### config.mk
export PLATFORM = sky130hd
export DESIGN_NAME = csr_unit
export DESIGN_NICKNAME = d
export VERILOG_FILES = /design/src/rtl/csr_unit.sv
export SDC_FILE = /design/constraint.sdc
export NUM_CORES = 1
export LEC_CHECK = 0
export CAP_MARGIN = 20
export CELL_PAD_IN_SITES_DETAIL_PLACEMENT = 1
export CELL_PAD_IN_SITES_GLOBAL_PLACEMENT = 2
export CORE_ASPECT_RATIO = 0.5
export CORE_MARGIN = 4
export CORE_UTILIZATION = 34
export CTS_CLUSTER_DIAMETER = 60
export DETAILED_ROUTE_END_ITERATION = 10
export MAX_ROUTING_LAYER = met4
export PLACE_DENSITY = 0.92
export SLEW_MARGIN = 20
export SYNTH_ARGS = -nofsm -noshare
export SYNTH_HDL_FRONTEND = slang
export SYNTH_SLANG_ARGS = --single-unit
### constraint.sdc
create_clock -name clk -period 5.2 [get_ports clk]
set_input_delay 1.56 -clock clk [delete_from_list [all_inputs] [get_ports clk]]
set_output_delay 1.56 -clock clk [all_outputs]
set_load 0.02 [all_outputs]
### src/rtl/csr_unit.sv
// Machine-mode CSR unit: decodes Zicsr ops, holds the machine CSR file and 64-bit
// cycle/instret counters, and handles timer-interrupt trap entry and mret redirects.
module csr_unit #(
  parameter int unsigned    DW        = 32,
  parameter logic [DW-1:0]  MTVEC_RST = '0
) (
  input  logic          clk,
  input  logic          rst_n,
  input  logic [31:0]   inst,
  input  logic          inst_valid,
  input  logic          inst_retire,
  input  logic [DW-1:0] rs1_data,
  input  logic [DW-1:0] pc,
  input  logic          irq_timer,
  output logic [DW-1:0] csr_rdata,
  output logic          csr_we_rd,
  output logic          illegal_csr,
  output logic          redirect,
  output logic [DW-1:0] redirect_pc
);

  localparam int unsigned   CW          = 64;
  localparam logic [6:0]    OP_SYSTEM   = 7'b1110011;
  localparam logic [31:0]   INST_MRET   = 32'h3020_0073;
  localparam logic [11:0]   A_MSTATUS   = 12'h300;
  localparam logic [11:0]   A_MIE       = 12'h304;
  localparam logic [11:0]   A_MTVEC     = 12'h305;
  localparam logic [11:0]   A_MSCRATCH  = 12'h340;
  localparam logic [11:0]   A_MEPC      = 12'h341;
  localparam logic [11:0]   A_MCAUSE    = 12'h342;
  localparam logic [11:0]   A_MIP       = 12'h344;
  localparam logic [11:0]   A_MCYCLE    = 12'hB00;
  localparam logic [11:0]   A_MINSTRET  = 12'hB02;
  localparam logic [11:0]   A_MCYCLEH   = 12'hB80;
  localparam logic [11:0]   A_MINSTRETH = 12'hB82;
  localparam logic [DW-1:0] MCAUSE_MTI  = {1'b1, {(DW-4){1'b0}}, 3'b111};
  localparam logic [DW-1:0] MTVEC_INIT  = {MTVEC_RST[DW-1:2], 2'b00};

  logic          mie_q, mpie_q, mtie_q;
  logic [DW-1:0] mtvec_q, mscratch_q, mepc_q, mcause_q;
  logic [CW-1:0] mcycle_q, minstret_q;

  logic          mie_n, mpie_n, mtie_n;
  logic [DW-1:0] mtvec_n, mscratch_n, mepc_n, mcause_n;
  logic [CW-1:0] mcycle_n, minstret_n;

  logic [2:0]    funct3;
  logic [4:0]    rs1_idx, rd_idx;
  logic [11:0]   addr;
  logic          csr_op, legal, take, mret, wr_en;
  logic [DW-1:0] src, old, wval;

  assign funct3  = inst[14:12];
  assign rs1_idx = inst[19:15];
  assign rd_idx  = inst[11:7];
  assign addr    = inst[31:20];
  assign csr_op  = inst_valid && (inst[6:0] == OP_SYSTEM) && (funct3[1:0] != 2'b00);
  assign src     = funct3[2] ? DW'(rs1_idx) : rs1_data;
  assign take    = inst_valid && mie_q && mtie_q && irq_timer;
  assign mret    = inst_valid && (inst == INST_MRET) && !take;
  // Set/clear with rs1 field zero is a pure read; plain write always writes.
  assign wr_en   = csr_op && legal && !take && ((funct3[1:0] == 2'b01) || (rs1_idx != 5'd0));

  // Read mux and address legality.
  always_comb begin
    old   = '0;
    legal = 1'b1;
    case (addr)
      A_MSTATUS:   old = DW'({mpie_q, 3'b000, mie_q, 3'b000});
      A_MIE:       old = DW'({mtie_q, 7'b0000000});
      A_MTVEC:     old = mtvec_q;
      A_MSCRATCH:  old = mscratch_q;
      A_MEPC:      old = mepc_q;
      A_MCAUSE:    old = mcause_q;
      A_MIP:       old = DW'({irq_timer, 7'b0000000});
      A_MCYCLE:    old = DW'(mcycle_q);
      A_MINSTRET:  old = DW'(minstret_q);
      A_MCYCLEH: begin
        if (DW == 32) old = DW'(mcycle_q[63:32]);
        else          legal = 1'b0;
      end
      A_MINSTRETH: begin
        if (DW == 32) old = DW'(minstret_q[63:32]);
        else          legal = 1'b0;
      end
      default:     legal = 1'b0;
    endcase
  end

  always_comb begin
    case (funct3[1:0])
      2'b10:   wval = old | src;
      2'b11:   wval = old & ~src;
      default: wval = src;
    endcase
  end

  // A written counter word takes the write value; the other word keeps its incremented value.
  function automatic logic [CW-1:0] cnt_next(input logic [CW-1:0] inc, input logic wlo,
                                             input logic whi, input logic [DW-1:0] wv);
    logic [CW-1:0] n;
    n = inc;
    if (wlo) n = (DW == 64) ? CW'(wv) : {inc[63:32], wv[31:0]};
    if (whi) n = {wv[31:0], inc[31:0]};
    return n;
  endfunction

  always_comb begin
    mie_n      = mie_q;
    mpie_n     = mpie_q;
    mtie_n     = mtie_q;
    mtvec_n    = mtvec_q;
    mscratch_n = mscratch_q;
    mepc_n     = mepc_q;
    mcause_n   = mcause_q;
    mcycle_n   = cnt_next(mcycle_q + 64'd1, wr_en && (addr == A_MCYCLE),
                          wr_en && (addr == A_MCYCLEH), wval);
    minstret_n = cnt_next(minstret_q + CW'(inst_retire), wr_en && (addr == A_MINSTRET),
                          wr_en && (addr == A_MINSTRETH), wval);
    if (take) begin
      mepc_n   = pc & ~DW'(1);
      mcause_n = MCAUSE_MTI;
      mpie_n   = mie_q;
      mie_n    = 1'b0;
    end else if (mret) begin
      mie_n  = mpie_q;
      mpie_n = 1'b1;
    end else if (wr_en) begin
      case (addr)
        A_MSTATUS: begin
          mie_n  = wval[3];
          mpie_n = wval[7];
        end
        A_MIE:      mtie_n     = wval[7];
        A_MTVEC:    mtvec_n    = {wval[DW-1:2], 2'b00};
        A_MSCRATCH: mscratch_n = wval;
        A_MEPC:     mepc_n     = {wval[DW-1:1], 1'b0};
        A_MCAUSE:   mcause_n   = wval;
        default:    ;
      endcase
    end
  end

  always_ff @(posedge clk) begin
    if (!rst_n) begin
      mie_q      <= 1'b0;
      mpie_q     <= 1'b0;
      mtie_q     <= 1'b0;
      mtvec_q    <= MTVEC_INIT;
      mscratch_q <= '0;
      mepc_q     <= '0;
      mcause_q   <= '0;
      mcycle_q   <= '0;
      minstret_q <= '0;
    end else begin
      mie_q      <= mie_n;
      mpie_q     <= mpie_n;
      mtie_q     <= mtie_n;
      mtvec_q    <= mtvec_n;
      mscratch_q <= mscratch_n;
      mepc_q     <= mepc_n;
      mcause_q   <= mcause_n;
      mcycle_q   <= mcycle_n;
      minstret_q <= minstret_n;
    end
  end

  assign csr_rdata   = (csr_op && legal) ? old : '0;
  assign csr_we_rd   = csr_op && legal && !take && (rd_idx != 5'd0);
  assign illegal_csr = csr_op && !legal;
  assign redirect    = take || mret;
  assign redirect_pc = take ? mtvec_q : mepc_q;

endmodule

==> impl_metrics.toml <==
[yosys]
synth_fp_nets = 1926
ys_async_sr_fraction_pct = 0
synth_top_area_cell = "dfxtp_1"
yosysWarnings = 0
ys.flop_type = "dfxtp_1"
netlist_top_cells_area = "dfxtp_1 (35%), a21oi_1 (7.1%), o21ai_0 (5.8%)"
syn_avg_cell_area_um2 = 7.95
ys_types = 78
synth_top_area_share_pct = 35.4
synth_cells = 1822
synth-edff-count = 0
ys_seq_area_share_pct = 35.4
syn-cell-area_um2 = 14500
ys_seq_elements = 256

[cts]
htreeDepth = 1
tritoncts = "done"
numCtsBuffers = 27
clk_pin_slew_worst_paths_ps = 60
cts-root-buf = "clkbuf_16"
clock_sinks = 256
clk_path_buf_depth = 3
insertion_delay_ps = 560

[critical_path]
critPathMaxFanout = 19
timing.rr.end = "minstret_q[59]"
crit_end = "csr_rdata[25]"
startpoint = "inst[31]"
reg2reg_from = "minstret_q[12]"
worstRegToRegCells = 6
endpoint_kind = "output pin"
setup.worst_path.start_class = "input port"
worstSetupPathType = "in -> out"
cp.arrival_ps = 3610
critPathRequiredTime_ps = 3640
r2r_slack_ps = 2250

[sta]
finClkSkew_ps = 16.0
finalSetupTns_ps = 0
period_needed_ps = 5170
tightest_slew_ps = 1140
slew_headroom_pct = 23.7
slew_viol_final = 0
fmax_mhz = 194
setup_violations = 0
grt_setup_unrepaired = "yes"
hold_violations = 0
fin_crit_sh_pct = 99.3

[global_route]
groute.usage.overall_pct = 29.4
antenna_found_initial = 0
grt_max_degree = 72
first_global_vias = 15700
gr-total-overflow = 0
grt_pass1_wl_um = 102000

[die]
io_pins = 168
rows = 53
die_area_um2 = 46200
core-area_um2 = 42000
start_util_pct = 34.5
die_w_um = 300
die_h_um = 154

[drt]
drt_iter0_markers = 1945
wl_um = 69100
first_pass_iters = 6
post-route-drc-count = 0
via_per_inst = 6.09
num_vias = 16300
antenna_left = 0
wire_per_inst_um = 25.9

[cells_and_area]
diodes = 0
final_cell_mix = "dfxtp_1 (256), a21oi_1 (206), buf_4 (186)"
drive_gt1_share_pct = 19.1
layout.nets = 2179
fin_util_pct = 45.4
area_delta_synth_final_pct = 31.8
layout_commonest_cell = "dfxtp_1"

[outcome]
status = "completed"

[place]
io_buffers = 165
place_congestion = 1.03
dp_hpwl_um = 50700

[min_path]
hold_class = "reg -> reg"
hold_depth = 2
holdCritStartpoint = "mcause_q[31]"

[power]
ir_drop_mv = 0.187
leakagePower_nw = 7.05
p_per_area_nw_per_um2 = 229

[flow_run]
maxCapViolCount = 0
synth_stat cells, drive strengths merged (6+ instances only):
cell type	instances
and3	27
or3	6
nand3	67
o22ai	103
mux2	30
dfxtp	256
nand2b	7
nor3	50
a21oi	207
and2	10
mux2i	45
a31oi	12
nand4	53
clkbuf	91
o21ai	170
a221oi	6
or4	6
a211oi	6
a22oi	31
and4	18
xor2	45
o2bb2ai	12
nor2	110
nor4	23
o31a	22
nor2b	31
buf	53
xnor2	76
inv	15
nand2	169
worst min-delay path by stage:
| stage | to | slack, ps |
|---|---|---|
| finish | mcause_q[31] | 540 |
| global route | mcause_q[25] | 560 |
| CTS | mcause_q[31] | 550 |
| detailed placement | mcause_q[31] | 530 |
| global placement | mcause_q[4] | 510 |
| floorplan | mcause_q[31] | 490 |
flip-flops by register name, indices dropped and copies added (netlist names):
register,cells
mie_q,1
minstret_q,64
mtie_q,1
mcycle_q,64
mepc_q,31
mtvec_q,30
mpie_q,1
mcause_q,32
mscratch_q,32
metrics by stage:
step	area [um2]	setup WS (ps)	power (mW)	hold slack (ps)	instances
2_1_floorplan	14500	406	2.16	494	1822
3_3_place_gp	17900	-705	2.37	513	2607
3_5_place_dp	17900	-712	2.38	529	2607
4_1_cts	19000	1.05	4.37	546	2666
5_1_grt	19100	-30.3	4.49	559	2672
6_report	19100	33.8	4.38	538	2672
what timing repair did:
item	CTS	global route
gates cloned	1	0
endpoints found under the hold margin	0	0
hold buffers	0	0
pin swaps	7	13
gates resized for setup	155	49
endpoints found under the setup margin	35	27
setup buffers	9	5
final cells by class:
type	instances	area, um2
Sequential cell	256	5120
Multi-Input combinational cell	1406	9010
Timing Repair Buffer	368	3300
Clock inverter	16	150
Tap cell	577	722
Inverter	16	60.1
Fill cell	4994	22900
Clock buffer	33	748
cells by family (layout without fill, tap and decap cells):
family          after synthesis  after routing  synth area share, %
flops                       256            256                 35.4
mux                          78             78                 5.90
other cells                   1              1               0.0259
simple gates                599            599                 21.4
fa+ha+maj                     3              3                0.259
xor+xnor                    121            121                 7.31
buf+inv                     160            433                 4.79
compound gates              604            604                 25.0
metal layers:
layer / track usage, % / vias to the layer above / routed length, um
met1: 41.5 / 8186 / 30400
li1: - / 7231 / -
met5: - / - / 0
met2: 44.3 / 763 / 30400
met4: 5.22 / 0 / 1370
met3: 5.55 / 95 / 6950
report_power, final:
| group | internal (mW) | switching, mW | total, mW |
|---|---|---|---|
| logic | 0.166 | 0.231 | 0.397 |
| clock network | 1.13 | 0.888 | 2.02 |
| registers | 1.96 | 0.00522 | 1.97 |
worst max-delay path, stage by stage:
cell             delay (ps)
clkdlybuf4s50_1         450
nand4bb_2               350
nor3_4                  220
o211ai_2                140
nand2_1                 150
nand2_1                 130
buf_12                  180
nor2_1                  150
clkdlybuf4s15_2         280
(Power assumes the default switching activity.)
